**src/rtl/lc3b_seq_controller.sv**
```systemverilog
// Multicycle LC-3b control FSM: variable-latency memory handshake, run/idle gating, illegal-opcode trap.
// Define MEM_WDOG_EN to build the memory watchdog that parks the FSM in FAULT on a stalled access.
module lc3b_seq_controller #(
   parameter int STATE_W     = 5,
   parameter int MEM_TIMEOUT = 15,
   parameter int TO_W        = 4
) (
   input  logic               clk,
   input  logic               rst_n,
   input  logic               i_run,
   input  logic [15:0]        i_ir,
   input  logic               i_n,
   input  logic               i_z,
   input  logic               i_p,
   input  logic               i_mem_rdy,
   output logic [STATE_W-1:0] o_state_id,
   output logic               o_wmar,
   output logic [1:0]         o_addr_sel,
   output logic               o_wir,
   output logic               o_wpc,
   output logic [1:0]         o_pc_sel,
   output logic               o_wrf,
   output logic               o_rf_dst_r7,
   output logic [1:0]         o_rf_src_sel,
   output logic               o_lccr,
   output logic [1:0]         o_aluop,
   output logic [1:0]         o_alushop,
   output logic               o_mem_req,
   output logic               o_mem_we,
   output logic               o_mem_byte,
   output logic               o_illegal,
   output logic               o_fault
);

   localparam logic [4:0] S_IDLE     = 5'd0;
   localparam logic [4:0] S_FETCH0   = 5'd1;
   localparam logic [4:0] S_FETCH1   = 5'd2;
   localparam logic [4:0] S_DECODE   = 5'd3;
   localparam logic [4:0] S_EXEC_ALU = 5'd4;
   localparam logic [4:0] S_EXEC_SHF = 5'd5;
   localparam logic [4:0] S_EXEC_LEA = 5'd6;
   localparam logic [4:0] S_EXEC_BR  = 5'd7;
   localparam logic [4:0] S_EXEC_JMP = 5'd8;
   localparam logic [4:0] S_EXEC_JSR = 5'd9;
   localparam logic [4:0] S_ADDR_LD  = 5'd10;
   localparam logic [4:0] S_MEM_RD   = 5'd11;
   localparam logic [4:0] S_WB_LD    = 5'd12;
   localparam logic [4:0] S_ADDR_ST  = 5'd13;
   localparam logic [4:0] S_MEM_WR   = 5'd14;
   localparam logic [4:0] S_TRAP0    = 5'd15;
   localparam logic [4:0] S_TRAP1    = 5'd16;
   localparam logic [4:0] S_ILLEGAL  = 5'd17;
   localparam logic [4:0] S_FAULT    = 5'd18;

   if (STATE_W < 5) begin : g_bad_state_w
      $error("lc3b_seq_controller: STATE_W must be at least 5");
   end
   if ((1 << TO_W) <= MEM_TIMEOUT) begin : g_bad_to_w
      $error("lc3b_seq_controller: TO_W too narrow for MEM_TIMEOUT");
   end

   logic [4:0] r_state;
   logic [4:0] w_next;
   logic [4:0] w_boundary;
   logic [3:0] w_opcode;
   logic       w_br_taken;
   logic       w_timeout;
   logic       w_unused_ir;

   assign w_opcode    = i_ir[15:12];
   assign w_boundary  = i_run ? S_FETCH0 : S_IDLE;
   assign w_br_taken  = (i_ir[11] & i_n) | (i_ir[10] & i_z) | (i_ir[9] & i_p);
   assign w_unused_ir = ^{i_ir[8:6], i_ir[3:0]};
   assign o_state_id  = STATE_W'(r_state);
   assign o_illegal   = (r_state == S_ILLEGAL);

   // Memory handshake: o_mem_req stays high for the whole access; the access completes in the
   // first cycle where o_mem_req=1 and i_mem_rdy=1. i_mem_rdy is ignored while o_mem_req=0.
`ifdef MEM_WDOG_EN
   localparam logic [TO_W-1:0] WD_LAST = TO_W'(MEM_TIMEOUT - 1);
   logic            w_in_wait;
   logic [TO_W-1:0] r_wcnt;

   assign w_in_wait = (r_state == S_FETCH1) || (r_state == S_MEM_RD) ||
                      (r_state == S_MEM_WR) || (r_state == S_TRAP1);

   // Counter holds the number of stalled cycles already spent in the current wait state.
   always_ff @(posedge clk or negedge rst_n) begin
      if (!rst_n)                       r_wcnt <= '0;
      else if (w_in_wait && !i_mem_rdy) r_wcnt <= r_wcnt + 1'b1;
      else                              r_wcnt <= '0;
   end

   assign w_timeout = w_in_wait && !i_mem_rdy && (r_wcnt == WD_LAST);
   assign o_fault   = (r_state == S_FAULT);
`else
   assign w_timeout = 1'b0;
   assign o_fault   = 1'b0;
`endif

   always_ff @(posedge clk or negedge rst_n) begin
      if (!rst_n) r_state <= S_IDLE;
      else        r_state <= w_next;
   end

   always_comb begin
      w_next = r_state;
      case (r_state)
         S_IDLE:     if (i_run) w_next = S_FETCH0;
         S_FETCH0:   w_next = S_FETCH1;
         S_FETCH1:   if (i_mem_rdy) w_next = S_DECODE;
         S_DECODE: begin
            case (w_opcode)
               4'b0001, 4'b0101, 4'b1001: w_next = S_EXEC_ALU;
               4'b1101:                   w_next = S_EXEC_SHF;
               4'b1110:                   w_next = S_EXEC_LEA;
               4'b0000:                   w_next = S_EXEC_BR;
               4'b1100:                   w_next = S_EXEC_JMP;
               4'b0100:                   w_next = S_EXEC_JSR;
               4'b0010, 4'b0110:          w_next = S_ADDR_LD;
               4'b0011, 4'b0111:          w_next = S_ADDR_ST;
               4'b1111:                   w_next = S_TRAP0;
               default:                   w_next = S_ILLEGAL;
            endcase
         end
         S_EXEC_ALU, S_EXEC_SHF, S_EXEC_LEA,
         S_EXEC_BR, S_EXEC_JMP, S_EXEC_JSR,
         S_WB_LD:    w_next = w_boundary;
         S_ADDR_LD:  w_next = S_MEM_RD;
         S_MEM_RD:   if (i_mem_rdy) w_next = S_WB_LD;
         S_ADDR_ST:  w_next = S_MEM_WR;
         S_MEM_WR:   if (i_mem_rdy) w_next = w_boundary;
         S_TRAP0:    w_next = S_TRAP1;
         S_TRAP1:    if (i_mem_rdy) w_next = w_boundary;
         S_ILLEGAL:  w_next = S_ILLEGAL;
         S_FAULT:    w_next = S_FAULT;
         default:    w_next = S_IDLE;
      endcase
      if (w_timeout) w_next = S_FAULT;
   end

   always_comb begin
      o_wmar       = 1'b0;
      o_addr_sel   = 2'd0;
      o_wir        = 1'b0;
      o_wpc        = 1'b0;
      o_pc_sel     = 2'd0;
      o_wrf        = 1'b0;
      o_rf_dst_r7  = 1'b0;
      o_rf_src_sel = 2'd0;
      o_lccr       = 1'b0;
      o_aluop      = 2'd0;
      o_alushop    = 2'd0;
      o_mem_req    = 1'b0;
      o_mem_we     = 1'b0;
      o_mem_byte   = 1'b0;
      case (r_state)
         S_FETCH0:   o_wmar = 1'b1;
         S_FETCH1: begin
            o_mem_req = 1'b1;
            o_wir     = i_mem_rdy;
            o_wpc     = i_mem_rdy;
         end
         S_EXEC_ALU: begin
            o_wrf  = 1'b1;
            o_lccr = 1'b1;
            case (w_opcode)
               4'b0101: o_aluop = 2'd1;
               4'b1001: o_aluop = 2'd2;
               default: o_aluop = 2'd0;
            endcase
         end
         S_EXEC_SHF: begin
            o_wrf     = 1'b1;
            o_lccr    = 1'b1;
            o_aluop   = 2'd3;
            o_alushop = i_ir[5:4];
         end
         S_EXEC_LEA: begin
            o_wrf        = 1'b1;
            o_rf_src_sel = 2'd3;
         end
         S_EXEC_BR: begin
            o_wpc    = w_br_taken;
            o_pc_sel = 2'd1;
         end
         S_EXEC_JMP: begin
            o_wpc    = 1'b1;
            o_pc_sel = 2'd2;
         end
         // R7 captures the old PC in the same cycle PC is overwritten.
         S_EXEC_JSR: begin
            o_wrf        = 1'b1;
            o_rf_dst_r7  = 1'b1;
            o_rf_src_sel = 2'd2;
            o_wpc        = 1'b1;
            o_pc_sel     = i_ir[11] ? 2'd1 : 2'd2;
         end
         S_ADDR_LD, S_ADDR_ST: begin
            o_wmar     = 1'b1;
            o_addr_sel = 2'd1;
         end
         S_MEM_RD: begin
            o_mem_req  = 1'b1;
            o_mem_byte = (w_opcode == 4'b0010);
         end
         S_WB_LD: begin
            o_wrf        = 1'b1;
            o_rf_src_sel = 2'd1;
            o_lccr       = 1'b1;
            o_mem_byte   = (w_opcode == 4'b0010);
         end
         S_MEM_WR: begin
            o_mem_req  = 1'b1;
            o_mem_we   = 1'b1;
            o_mem_byte = (w_opcode == 4'b0011);
         end
         S_TRAP0: begin
            o_wrf        = 1'b1;
            o_rf_dst_r7  = 1'b1;
            o_rf_src_sel = 2'd2;
            o_wmar       = 1'b1;
            o_addr_sel   = 2'd2;
         end
         S_TRAP1: begin
            o_mem_req = 1'b1;
            o_wpc     = i_mem_rdy;
            o_pc_sel  = 2'd3;
         end
         default: ;
      endcase
   end

endmodule

```
**config.mk**
```make
export PLATFORM = sky130hd
export DESIGN_NAME = lc3b_seq_controller
export DESIGN_NICKNAME = d
export VERILOG_FILES = /design/src/rtl/lc3b_seq_controller.sv
export SDC_FILE = /design/constraint.sdc
export NUM_CORES = 1
export LEC_CHECK = 0
export ABC_AREA = 1
export CAP_MARGIN = 20
export CORE_MARGIN = 4
export CORE_UTILIZATION = 34
export CTS_BUF_LIST = sky130_fd_sc_hd__clkbuf_16
export CTS_CLUSTER_DIAMETER = 60
export DETAILED_ROUTE_END_ITERATION = 8
export PLACE_DENSITY = 0.82
export SLEW_MARGIN = 10
export SYNTH_ARGS = -nofsm -noshare
export SYNTH_HDL_FRONTEND = slang
export SYNTH_SLANG_ARGS = --single-unit
```
**constraint.sdc**
```tcl
create_clock -name clk -period 1.34 [get_ports clk]
set_input_delay 0.201 -clock clk [delete_from_list [all_inputs] [get_ports clk]]
set_output_delay 0.201 -clock clk [all_outputs]
set_load 0.02 [all_outputs]
```
# After elaboration in Yosys (flattened, before gate mapping)
# Memory sizes are Yosys's and may differ from the RTL's.
# Cells that the tools add are included.
dict set report op_classes {
  n_eq_ne 26
  n_mux 22
  n_bitwise 5
  reduce_logical 13
}
# operator n
set ops {}
lappend ops {{$pmux 5 s12} 1}
lappend ops {{$eq 5x4->1 const B} 8}
lappend ops {{$eq 5x3->1 const B} 4}
lappend ops {{$mux 5} 4}
lappend ops {{$eq 5x5->1 const B} 3}
lappend ops {{$pmux 2 s2} 3}
lappend ops {{$reduce_or 2->1} 6}
lappend ops {{$eq 5x2->1 const B} 2}
lappend ops {{$eq 4x2->1 const B} 2}
lappend ops {{$mux 1} 8}
lappend ops {{$pmux 2 s4} 1}
lappend ops {{$reduce_or 4->1} 2}
lappend ops {{$reduce_or 7->1} 1}
lappend ops {{$ne 2x2->1 const B} 3}
lappend ops {{$pmux 2 s3} 1}
lappend ops {{$reduce_or 6->1} 1}
lappend ops {{$eq 5x1->1 const B} 1}
lappend ops {{$logic_not 5->1} 1}
lappend ops {{$eq 4x3->1 const B} 1}
lappend ops {{$eq 4x4->1 const B} 1}
lappend ops {{$mux 2} 2}
lappend ops {{$reduce_and 4->1} 1}
lappend ops {{$and 1x1->1} 3}
lappend ops {{$pmux 1 s3} 1}
lappend ops {{other kinds (4)} 5}
dict set report totals {
  ff_bits 5
  romBits 80
  inputBits 23
  out_inout_bits 26
  mem_count 1
}
# name depth word_bits rd rd_clocked_by_memory_dff wr line_no
set mem_list {}
lappend mem_list {{(name not given)} 16 5 1 0 0 113} ;# case (w_opcode)

# Longest topological paths before layout
dict set report logic_depth {
  word_depth 4
  ltp_mapped 11
  depth_no_buf 11
}

# Worst setup path before layout
# No wires, ideal clock.
dict set report synth_timing {
  path_kind {flip-flop to output port}
  startpoint {reg r_state[1] (netlist: o_state_id[1])}
  endpoint {out o_mem_byte}
  arrival_ps 1522
  t_required_ps 1139
  setup_slack_ps -383
  path_stages_with_launch 7
  cell_sequence {dfrtp_1 -> inv_2 -> nor2_1 -> nand3_1 -> inv_1 -> o21ai_1 -> a31oi_1}
}
dict set report synth_via {
  elab_chain_len 3
}
# element line_no
set synth_lines {}
lappend synth_lines {{start, declared} 62} ;# logic [4:0] r_state;
lappend synth_lines {{start signal, assigned} 103} ;# else r_state <= w_next;
lappend synth_lines {{$eq 5x4->1} 157} ;# case (r_state)
lappend synth_lines {{$reduce_or 2->1 (no line)} --}
lappend synth_lines {{$pmux 1 s2 (*)} 157}
lappend synth_lines {{end, declared} 30} ;# output logic o_mem_byte,
# Every way passes the cells marked *; elsewhere a longest branch is shown, timed or not.

# Worst setup path in the final report
dict set report layout_timing {
  startpoint {reg r_state[0] (netlist: o_state_id[0])}
  endpoint {out o_wpc}
}
dict set report layout_via {
  elab_chain_len 3
}
# element line_no
set layout_lines {}
lappend layout_lines {{$eq 5x5->1, or another cell as far along} 157}
lappend layout_lines {{$reduce_or 2->1 (no line)} --}
lappend layout_lines {{$pmux 1 s3 (*)} 157}
lappend layout_lines {{end, declared} 20} ;# output logic o_wpc,
# Marked as above.

==> results.sh <==
export IMPL_cpMostUsedCell="nand3_1"
export IMPL_setup_viol=25
export IMPL_crit_start="o_state_id[0]$_DFFE_PN0P_"
export IMPL_h_tree_depth=1
export IMPL_die_w_um=57.32
export IMPL_port_buffers=40
export IMPL_stdcell_count=278
export IMPL_start_util=0.3668
export IMPL_rrSetupSlack_ps=-380
export IMPL_cts_hold_buf=0
export IMPL_ys_flop_type="dfrtp_1"
export IMPL_ioPinCount=49
export IMPL_postLayoutCellArea_sq_mm=0.001971
export IMPL_track_usage=0.2990
export IMPL_worst_path_max_fanout=5
export IMPL_fin_util=0.8740
export IMPL_diodes=0
export IMPL_clk_latency_ps=230
export IMPL_routedWlPerCell_um=17.74
export IMPL_drt_iter0_markers=72
export IMPL_firstDrtPassIters=4
export IMPL_worstSetupPathType="flip-flop to output port"
export IMPL_period_share=1.327
export IMPL_worstPathArrival_ps=1580
export IMPL_drive_gt1_frac=0.6160
export IMPL_grt_max_degree=10
export IMPL_synth_simple_gate_area_share=0.5537
export IMPL_cts_sinks=5
export IMPL_yosys_warnings=0
export IMPL_ant_nets=0
export IMPL_synthesis_area_sq_um=827.0
export IMPL_placementRows=17
export IMPL_grt_pass1_wl_mm=7.617
export IMPL_largest_reg_flops=5
export IMPL_cts_path_max_buffers=2
export IMPL_path_cells="nand2_2 > nor2_4 > buf_4 > nand3_1 > nand3_1 > buf_2"
export IMPL_dpl_cell_area_sq_mm=0.001654
export IMPL_synth_adder_area_share=0.04539
export IMPL_clkSlewWorstSetupHoldPaths_ps=40
export IMPL_die_h_um=57.32
export IMPL_synth_edf_count=0
export IMPL_max_stage_delay_ps=490
export IMPL_dp_hpwl_mm=2.803
export IMPL_syn_inst=154
export IMPL_end_kind="output port"
export IMPL_rsz0062_at_grt="yes"
export IMPL_syn_area_per_cell_sq_um=5.370
export IMPL_dp_cells=261
export IMPL_yosysTopAreaCellShare=0.2224
export IMPL_dieArea_sq_mm=0.003286
export IMPL_status="complete, but fails checks"
export IMPL_hold_viol=0
export IMPL_core_area_sq_mm=0.002255
export IMPL_fin_nets=277
export IMPL_synth_top_family_by_area="simple AND/OR/NAND/NOR gates"
export IMPL_gp_congestion=0.8683
export IMPL_start_kind="flip-flop"
export IMPL_netlist_top_cells_count="nand2_1 (49), nor2_1 (24), nand3_1 (17)"
export IMPL_yosysMostFrequentCell="nand2_1"
export IMPL_synthArstFlopShare=1.000
export IMPL_syn2layout_area_growth_pct=138.3
export IMPL_cts_tree="yes"
export IMPL_power_density_mw_per_mm2=2371
export IMPL_fmax_mhz=562.5
export IMPL_synthMuxAreaShare=0
export IMPL_drt_wl_total_mm=4.931
export IMPL_synth_compound_area_frac=0.1210
export IMPL_grt_overflow_total=0
export IMPL_ys_types=25
export IMPL_vias_per_cell=5.662
export IMPL_vias=1574
export IMPL_r2r_start="o_state_id[1]$_DFFE_PN0P_"
export IMPL_period_minus_slack_ps=1778
export IMPL_synth_xor_area_share=0
export IMPL_drc=0
export IMPL_violations="setup timing"
export IMPL_yosys_register_bits=5
export IMPL_synth_area_top_cells="nand2_1 (22%), dfrtp_1 (15%), nor2_1 (11%), nand3_1 (10%), inv_1 (6.4%)"
export IMPL_drv_slew=0
export IMPL_maxCapViolCount=0
export IMPL_yosysSeqAreaShare=0.1513
export IMPL_cts_root_buffer="clkbuf_16"
export IMPL_skew_ps=1.866
export IMPL_synth_nets=180
export IMPL_yosys_area_top_type="nand2_1"
export IMPL_critPathSlowestCell="dfrtp_2"
export IMPL_grt_pass1_vias=1579
export IMPL_cp_data_required_time_ps=1140
export IMPL_vdd_drop_max_v=0.002111
export IMPL_hold_path_class="primary input to async pin"
export IMPL_cts_made_buffers=3
export IMPL_postLayoutSetupSlackWorst_ps=-437.7
export IMPL_antenna_found_initial=0
export IMPL_p_leak_nw=1.071
-- worst paths after layout --
kind | endpoint | cells after the start
setup reg to reg | o_state_id[0]$_DFFE_PN0P_ | 11
setup / recovery | o_wpc | 6
max in group asynchronous | o_state_id[3]$_DFFE_PN0P_ | 1
hold / removal | o_state_id[1]$_DFFE_PN0P_ | 1
hold reg to reg | o_state_id[2]$_DFFE_PN0P_ | 3
min in group clk | o_state_id[2]$_DFFE_PN0P_ | 3
-- placed cells by master, fill, tap and decap left out, drive strengths merged --
master	instances
dfrtp	5
a21oi	5
clkbuf	5
nor3	5
o211ai	1
buf	74
conb	1
dlygate4sd2	1
o221ai	1
clkinv	2
inv	23
clkdlybuf4s15	3
nor2	30
or2	1
clkdlybuf4s50	14
a31oi	1
o21ai	5
o21bai	1
nand3	19
o2111ai	1
ha	3
nand2	49
-- through the flow --
stage	setup TNS [ps]	hold slack (ps)	worst slack [ps]	power (W)
finish	-7618	205.1	-437.7	0.004672
global placement	-12140	425.6	-683.8	0.003241
floorplan	-766.3	-94.59	-97.52	0.001881
global route	-9157	213.7	-479.9	0.004895
CTS	-6172	198.7	-351.7	0.004254
detailed placement	-12930	431.0	-716.6	0.003304
-- final cells by class --
cell class	count	area [sq um]
fillers	114	284.0
repair buffers	94	797.0
flip-flops and latches	5	131.4
clock inverters	1	3.754
inverters	24	98.84
clock buffers	3	75.07
multi-input cells	123	829.5
well taps	28	35.03
-- cells by family after synthesis --
family,after synthesis
other,1
AND/OR/NAND/NOR,104
adder cells (fa/ha/maj),3
AO/OA/AOI/OAI,15
flip-flops,5
buffers and inverters,26
-- metal layers --
layer | global-route usage | routed length, um | up-vias
met2 | 0.5710 | 2575 | 129
li1 | - | - | 676
met4 | 0.1556 | 318 | 0
met3 | 0.04751 | 354 | 48
met5 | 0 | 0 | -
met1 | 0.3080 | 1683 | 721
-- report_power, final --
group / internal [W] / total, W / switching [W]
Combinational: 0.00165 / 0.00376 / 0.00211
Clock: 0.000388 / 0.000495 / 0.000107
Sequential: 0.000243 / 0.000418 / 0.000175
Total: 0.00228 / 0.00467 / 0.00239
-- worst max-delay path, delay by kind of cell (launching register included) --
family        cells  cell delay, ps
buf+inv           2             310
flops             1             490
simple gates      4             530
-- timing repair --
item                                    CTS  global route
pin swaps                                17             1
resized for setup                       157            17
setup buffers                             9             4
endpoints found under the setup margin   30            30
Power figures use the tool's default switching activity.
